<file path="config.mk">
export PLATFORM = sky130hd
export DESIGN_NAME = mc_incn_pipe
export DESIGN_NICKNAME = d
export VERILOG_FILES = /design/src/rtl/mc_incn_pipe_pkg.sv /design/src/rtl/mc_incn_seg.sv /design/src/rtl/mc_incn_pipe.sv
export SDC_FILE = /design/constraint.sdc
export NUM_CORES = 1
export LEC_CHECK = 0
export CORE_UTILIZATION = 49
export CTS_CLUSTER_DIAMETER = 30
export DETAILED_ROUTE_END_ITERATION = 10
export PLACE_DENSITY_LB_ADDON = 0.2
export REMOVE_ABC_BUFFERS = 1
export SETUP_SLACK_MARGIN = 0.5
export SYNTH_ARGS = -nofsm -noshare
export SYNTH_HDL_FRONTEND = slang
export SYNTH_SLANG_ARGS = --single-unit
</file>
<file path="constraint.sdc">
create_clock -name clk -period 2.3 [get_ports clk]
set_input_delay 0.69 -clock clk [delete_from_list [all_inputs] [get_ports clk]]
set_output_delay 0.69 -clock clk [all_outputs]
set_load 0.01 [all_outputs]
</file>
<file path="src/rtl/mc_incn_pipe_pkg.sv">
// ---------------------------------------------------------------------------
// mc_incn_pipe_pkg
// Shared defaults for the segmented increment/decrement pipeline, plus the
// helper that derives the carry-segment width from the operand width.
// Imported by mc_incn_pipe and mc_incn_seg.
// ---------------------------------------------------------------------------
package mc_incn_pipe_pkg;

  localparam int DEF_WIDTH  = 32;
  localparam int DEF_NSEG   = 2;
  localparam int DEF_STEP_W = 8;

  // Width of one carry segment. WIDTH must be a multiple of NSEG and the
  // step must fit inside segment 0.
  function automatic int seg_width(input int width, input int nseg);
    return width / nseg;
  endfunction

endpackage

</file>
<file path="src/rtl/mc_incn_seg.sv">
// ---------------------------------------------------------------------------
// mc_incn_seg
// One carry segment: SEG_W-bit add or subtract of a segment operand and a
// step operand, with carry-in (add) or borrow-in (subtract).
// Ports:
//   seg_a    - segment of the base operand
//   seg_b    - step bits for this segment (zero above segment 0)
//   seg_cin  - carry-in (inc) or borrow-in (dec) from the lower segment
//   seg_dec  - 1 = subtract, 0 = add
//   seg_sum  - segment result
//   seg_cout - carry-out (inc) or borrow-out (dec)
// ---------------------------------------------------------------------------
module mc_incn_seg
  import mc_incn_pipe_pkg::*;
#(
  parameter int SEG_W = seg_width(DEF_WIDTH, DEF_NSEG)
) (
  input  logic [SEG_W-1:0] seg_a,
  input  logic [SEG_W-1:0] seg_b,
  input  logic             seg_cin,
  input  logic             seg_dec,
  output logic [SEG_W-1:0] seg_sum,
  output logic             seg_cout
);

  logic [SEG_W:0] ext;

  // One extra bit on top of the segment: for an add it is the carry, for a
  // subtract the wrap below zero sets it, which is exactly the borrow.
  always_comb begin
    ext = '0;
    if (seg_dec) begin
      ext = {1'b0, seg_a} - {1'b0, seg_b} - {{SEG_W{1'b0}}, seg_cin};
    end else begin
      ext = {1'b0, seg_a} + {1'b0, seg_b} + {{SEG_W{1'b0}}, seg_cin};
    end
  end

  assign seg_sum  = ext[SEG_W-1:0];
  assign seg_cout = ext[SEG_W];

endmodule

</file>
<file path="src/rtl/mc_incn_pipe.sv">
// ---------------------------------------------------------------------------
// mc_incn_pipe
// Pipelined increment/decrement by an unsigned step. The operand is split
// into NSEG carry segments; stage k resolves segment k using the carry or
// borrow registered by stage k-1, so latency is NSEG cycles.
// Ports:
//   clk, rst_n           - clock, asynchronous active-low reset
//   in_valid / in_ready  - request handshake
//   in_data, in_step     - base operand and unsigned step
//   in_dec               - 1 = decrement, 0 = increment
//   out_valid / out_ready- result handshake
//   out_data, out_carry  - result and carry/borrow out of the MSB
// ---------------------------------------------------------------------------
module mc_incn_pipe
  import mc_incn_pipe_pkg::*;
#(
  parameter int WIDTH  = DEF_WIDTH,
  parameter int NSEG   = DEF_NSEG,
  parameter int STEP_W = DEF_STEP_W
) (
  input  logic              clk,
  input  logic              rst_n,
  input  logic              in_valid,
  output logic              in_ready,
  input  logic [WIDTH-1:0]  in_data,
  input  logic [STEP_W-1:0] in_step,
  input  logic              in_dec,
  output logic              out_valid,
  input  logic              out_ready,
  output logic [WIDTH-1:0]  out_data,
  output logic              out_carry
);

  localparam int SEG_W = seg_width(WIDTH, NSEG);

  // Per stage: data_q[k] holds segments 0..k already resolved and the raw
  // upper segments still waiting for their carry (the skew registers).
  logic [NSEG-1:0]  valid_q, valid_d;
  logic [WIDTH-1:0] data_q  [NSEG];
  logic [WIDTH-1:0] data_d  [NSEG];
  logic             carry_q [NSEG];
  logic             carry_d [NSEG];
  logic             dec_q   [NSEG];
  logic             dec_d   [NSEG];

  logic [SEG_W-1:0] seg_a    [NSEG];
  logic [SEG_W-1:0] seg_b    [NSEG];
  logic [SEG_W-1:0] seg_sum  [NSEG];
  logic             seg_cin  [NSEG];
  logic             seg_dec  [NSEG];
  logic             seg_cout [NSEG];

  logic adv;

  // Whole pipe moves together; the only combinational path through the
  // block is out_ready -> in_ready.
  assign adv      = !valid_q[NSEG-1] || out_ready;
  assign in_ready = adv;

  // Stage 0 works on the incoming request, later stages on the previous
  // stage's registers. The step only touches segment 0.
  for (genvar k = 0; k < NSEG; k++) begin : g_stage
    if (k == 0) begin : g_first
      assign seg_a[k]   = in_data[SEG_W-1:0];
      assign seg_b[k]   = SEG_W'(in_step);
      assign seg_cin[k] = 1'b0;
      assign seg_dec[k] = in_dec;
    end else begin : g_rest
      assign seg_a[k]   = data_q[k-1][k*SEG_W +: SEG_W];
      assign seg_b[k]   = '0;
      assign seg_cin[k] = carry_q[k-1];
      assign seg_dec[k] = dec_q[k-1];
    end

    mc_incn_seg #(.SEG_W(SEG_W)) u_seg (
      .seg_a    (seg_a[k]),
      .seg_b    (seg_b[k]),
      .seg_cin  (seg_cin[k]),
      .seg_dec  (seg_dec[k]),
      .seg_sum  (seg_sum[k]),
      .seg_cout (seg_cout[k])
    );
  end

  // Next-state: on advance every valid bit shifts (bubbles included); the
  // payload is only reloaded when a real request enters the stage, so
  // bubbles leave the data registers quiet.
  always_comb begin
    valid_d = valid_q;
    data_d  = data_q;
    carry_d = carry_q;
    dec_d   = dec_q;
    if (adv) begin
      valid_d[0] = in_valid;
      if (in_valid) begin
        data_d[0]              = in_data;
        data_d[0][SEG_W-1:0]   = seg_sum[0];
        carry_d[0]             = seg_cout[0];
        dec_d[0]               = in_dec;
      end
      for (int k = 1; k < NSEG; k++) begin
        valid_d[k] = valid_q[k-1];
        if (valid_q[k-1]) begin
          data_d[k]                   = data_q[k-1];
          data_d[k][k*SEG_W +: SEG_W] = seg_sum[k];
          carry_d[k]                  = seg_cout[k];
          dec_d[k]                    = dec_q[k-1];
        end
      end
    end
  end

  always_ff @(posedge clk or negedge rst_n) begin
    if (!rst_n) begin
      valid_q <= '0;
      for (int k = 0; k < NSEG; k++) begin
        data_q[k]  <= '0;
        carry_q[k] <= 1'b0;
        dec_q[k]   <= 1'b0;
      end
    end else begin
      valid_q <= valid_d;
      data_q  <= data_d;
      carry_q <= carry_d;
      dec_q   <= dec_d;
    end
  end

  assign out_valid = valid_q[NSEG-1];
  assign out_data  = data_q[NSEG-1];
  assign out_carry = carry_q[NSEG-1];

endmodule

</file>
==> qor.txt <==
result of the run: finished with violations
violated checks: setup timing
Reg power frac: 27.6%
max incr delay on CP: 0.38 ns
number of synthesized flops with an enable pin: 0
Worst Skew: 0.0128 ns
P per Cell Area: 936 nW/um^2
Non-Filler Instances: 775
Clock Sinks: 69
yosys warns: 0
CTS Hold Bufs: 0
die area: 9790 sq um
Worst Path Arrival: 3.55 ns
crit path max-delay cell type: or3_4
max layer used: met4
Ant. Diodes: 0
RSZ-0062 raised after global routing: yes
final wirelength: 13.5 mm
Worst-Margin Slew: 0.481 ns
Final Max Tran Viols: 0
DPL Wire Length: 8.38 mm
clock slew at reported path FFs: 0.08 ns
Critical Path, Cell by Cell: buf_6, or3_4, or3_4, nor3_4, ha_1, mux2i_1, ha_2, buf_6, a2111oi_4, a211oi_2, o31ai_4, a21o_1, and3_1, o31ai_1
clock power share: 14.3%
synthesized instance count: 485
CP delay by family, top: simple AND/OR/NAND/NOR gates
CTS tree: built
post-place setup slack: -1.68 ns
Comb power frac: 58.1%
post-synth top area share: 37.5%
final setup fails: 19
Pleak: 3.26 nW
Net Sw Frac: 37.8%
Max-Cap Viols: 0
layout cell share with drive strength beyond 1: 43.1%
post-synthesis cell type count: 52
cell with the most instances after synthesis: dfrtp_1
Routed Antenna Nets: 0
Synth Area per Inst: 9.49 sq um
WL met3: 543 microns
Synth top cells by count: dfrtp_1, nand2_1, o21ai_0
maximum vdd drop: 0.457 mV
Net Sw Power: 2.55 mW
core area: 9150 sq um
final number of hold-violating endpoints: 0
sequential cell area: 1730 sq um
Longest Clk Path Bufs: 2
Clock Latency Late Sink: 0.36 ns
DRC viols: 0
Period minus WS final: 3.31 ns
Relative slew margins: 68.0%
Placer Congestion: 0.901
met2 WL: 7.00 mm
vias in the first global route: 4429
FP Rows: 35
f_max: 302 MHz
dominant cell type by area after synthesis: dfrtp_1
post-synthesis cell area: 4600 sq um
Seq/Total Area, Yosys: 37.5%
Int Pwr: 4.19 mW
NumNets Final: 741
# fillers: 597
min-delay worst type: primary input to async pin
H-Tree Depth: 3
critical path fanouts, max: 4
DR WL/cell: 17.4 microns
all-layer global routing usage: 26.5%
synth-to-layout area growth: 56.5%
critical path class: primary input to flop
die height: 98.9 microns
fin crit share: 144%
Met1 Wirelength: 5.52 mm
Yosys reg bits: 69
Worst EP required: 2.54 ns
initial antenna violation count: 0
area occupied by multi-input gates: 3170 sq um
first-pass GRT wire length: 20.5 mm
Vias/cell: 5.59
Cells after DPL: 731
via count: 4332
port bufs: 79
GRT overflow: 0
drt first pass iters: 5
Root Driver: clkbuf_8
ranking of synthesized cells by area: dfrtp_1, ha_1, mux2_2
I/O pin count: 80
DR iter-0 viols: 123
setup ws final: -1.01 ns
die extent in x: 98.9 microns
total CTS buffers: 9
worst path bufs/invs: 2
largest net degree at the start of global routing: 43
Main synth FF type: dfrtp_1
Startpoint Class: primary input
ys async rst share: 100%
crit end category: flop
Starting Density: 50.3%
==> cell type report <==
class | count | share of cell area [%]
clock inverters | 5 | 0.730
flip-flops and latches | 69 | 24.0
inverters | 19 | 1.06
clock buffers | 10 | 1.77
well taps | 111 | 1.93
multi-input cells | 349 | 43.9
repair buffers | 212 | 26.6
==> worst paths after layout <==
path / start / endpoint / slack [ns] / cells after the start
worst max-delay path: in_step[4] / data_q[46] / -1.01 / 14
worst min register to register: out_data[29] / out_data[29] / 0.48 / 2
worst max register to register: dec_q[1] / out_data[24] / -0.19 / 12
worst min-delay path: rst_n / out_data[19] / 0.36 / 2
max in group asynchronous: rst_n / out_data[12] / 1.55 / 2
min in group clk: out_data[29] / out_data[29] / 0.48 / 2
==> cell usage in the layout (no fill, tap or decap), types with 4 or more instances in the layout <==
master and n:
o21ai_1 24, dlygate4sd2_1 33, o211ai_1 7, nor3b_1 5
clkdlybuf4s50_1 36, a211oi_2 4, nor2_1 13, a21o_1 9
nand2_2 4, dfrtp_1 69, o21ai_2 7, nand2_1 54
a21oi_1 16, xnor2_1 14, o21ai_0 16, buf_12 4
buf_6 38, inv_1 16, ha_4 14, ha_1 18
clkbuf_8 9, buf_4 95, mux2i_1 5, mux2_2 32
a21oi_2 10, nor3_1 6, o21a_1 4, xor2_1 9
nand2b_1 5, nand4_1 4
==> power groups by stage <==
| stage | Combinational (mW) | Sequential (mW) | Clock, mW |
|---|---|---|---|
| 5_1_grt | 4.17 | 1.91 | 1.04 |
| 4_1_cts | 3.36 | 1.86 | 0.980 |
| 3_3_place_gp | 2.89 | 1.85 | 0 |
| 6_report | 3.92 | 1.86 | 0.965 |
| 3_5_place_dp | 2.96 | 1.88 | 0 |
| 2_1_floorplan | 1.36 | 1.96 | 0 |
==> per-stage QoR <==
| stage | TNS (ns) | hold slack (ns) | instance area [sq um] | utilization, % | power, mW |
|---|---|---|---|---|---|
| floorplan | -12.51 | 0.394 | 4300 | - | 3.32 |
| finish | -9.20 | 0.361 | 7200 | 78.7 | 6.74 |
| global placement | -18.87 | 0.459 | 6040 | 66.0 | 4.74 |
| detailed placement | -20.39 | 0.469 | 6040 | 66.0 | 4.84 |
| CTS | -8.69 | 0.366 | 6790 | 74.2 | 6.20 |
| global route | -10.78 | 0.404 | 7200 | 78.7 | 7.12 |
==> state kept, by name, summed over array words and instances (netlist names) <==
name and cells:
out_data 32, dec_q 1, valid_q 2, out_carry 1
data_q 32, carry_q 1
==> cell families (layout without fill, tap and decap cells) <==
| family | count (synthesis) | after routing | synth area share, % |
|---|---|---|---|
| and+or+nand+nor | 119 | 119 | 12.2 |
| buffers and inverters | 67 | 246 | 8.21 |
| xor gates and xnor gates | 27 | 27 | 5.14 |
| muxes | 38 | 38 | 9.16 |
| AOI/OAI and AO/OA | 129 | 129 | 17.7 |
| DFF | 69 | 69 | 37.5 |
| adders and majority gates | 36 | 36 | 10.1 |
==> per-layer routing <==
layer  vias up  GRT usage, %
met1      2108          31.4
met5         -             0
li1       2045             -
met2       141          47.5
met3        38          5.60
met4         0          8.96
==> timing repair <==
action,CTS,global route
pin swaps,72,63
gates resized for setup,177,71
setup buffers,17,12
setup endpoints to repair,85,31
gates cloned,0,0
(Power assumes the default switching activity.)
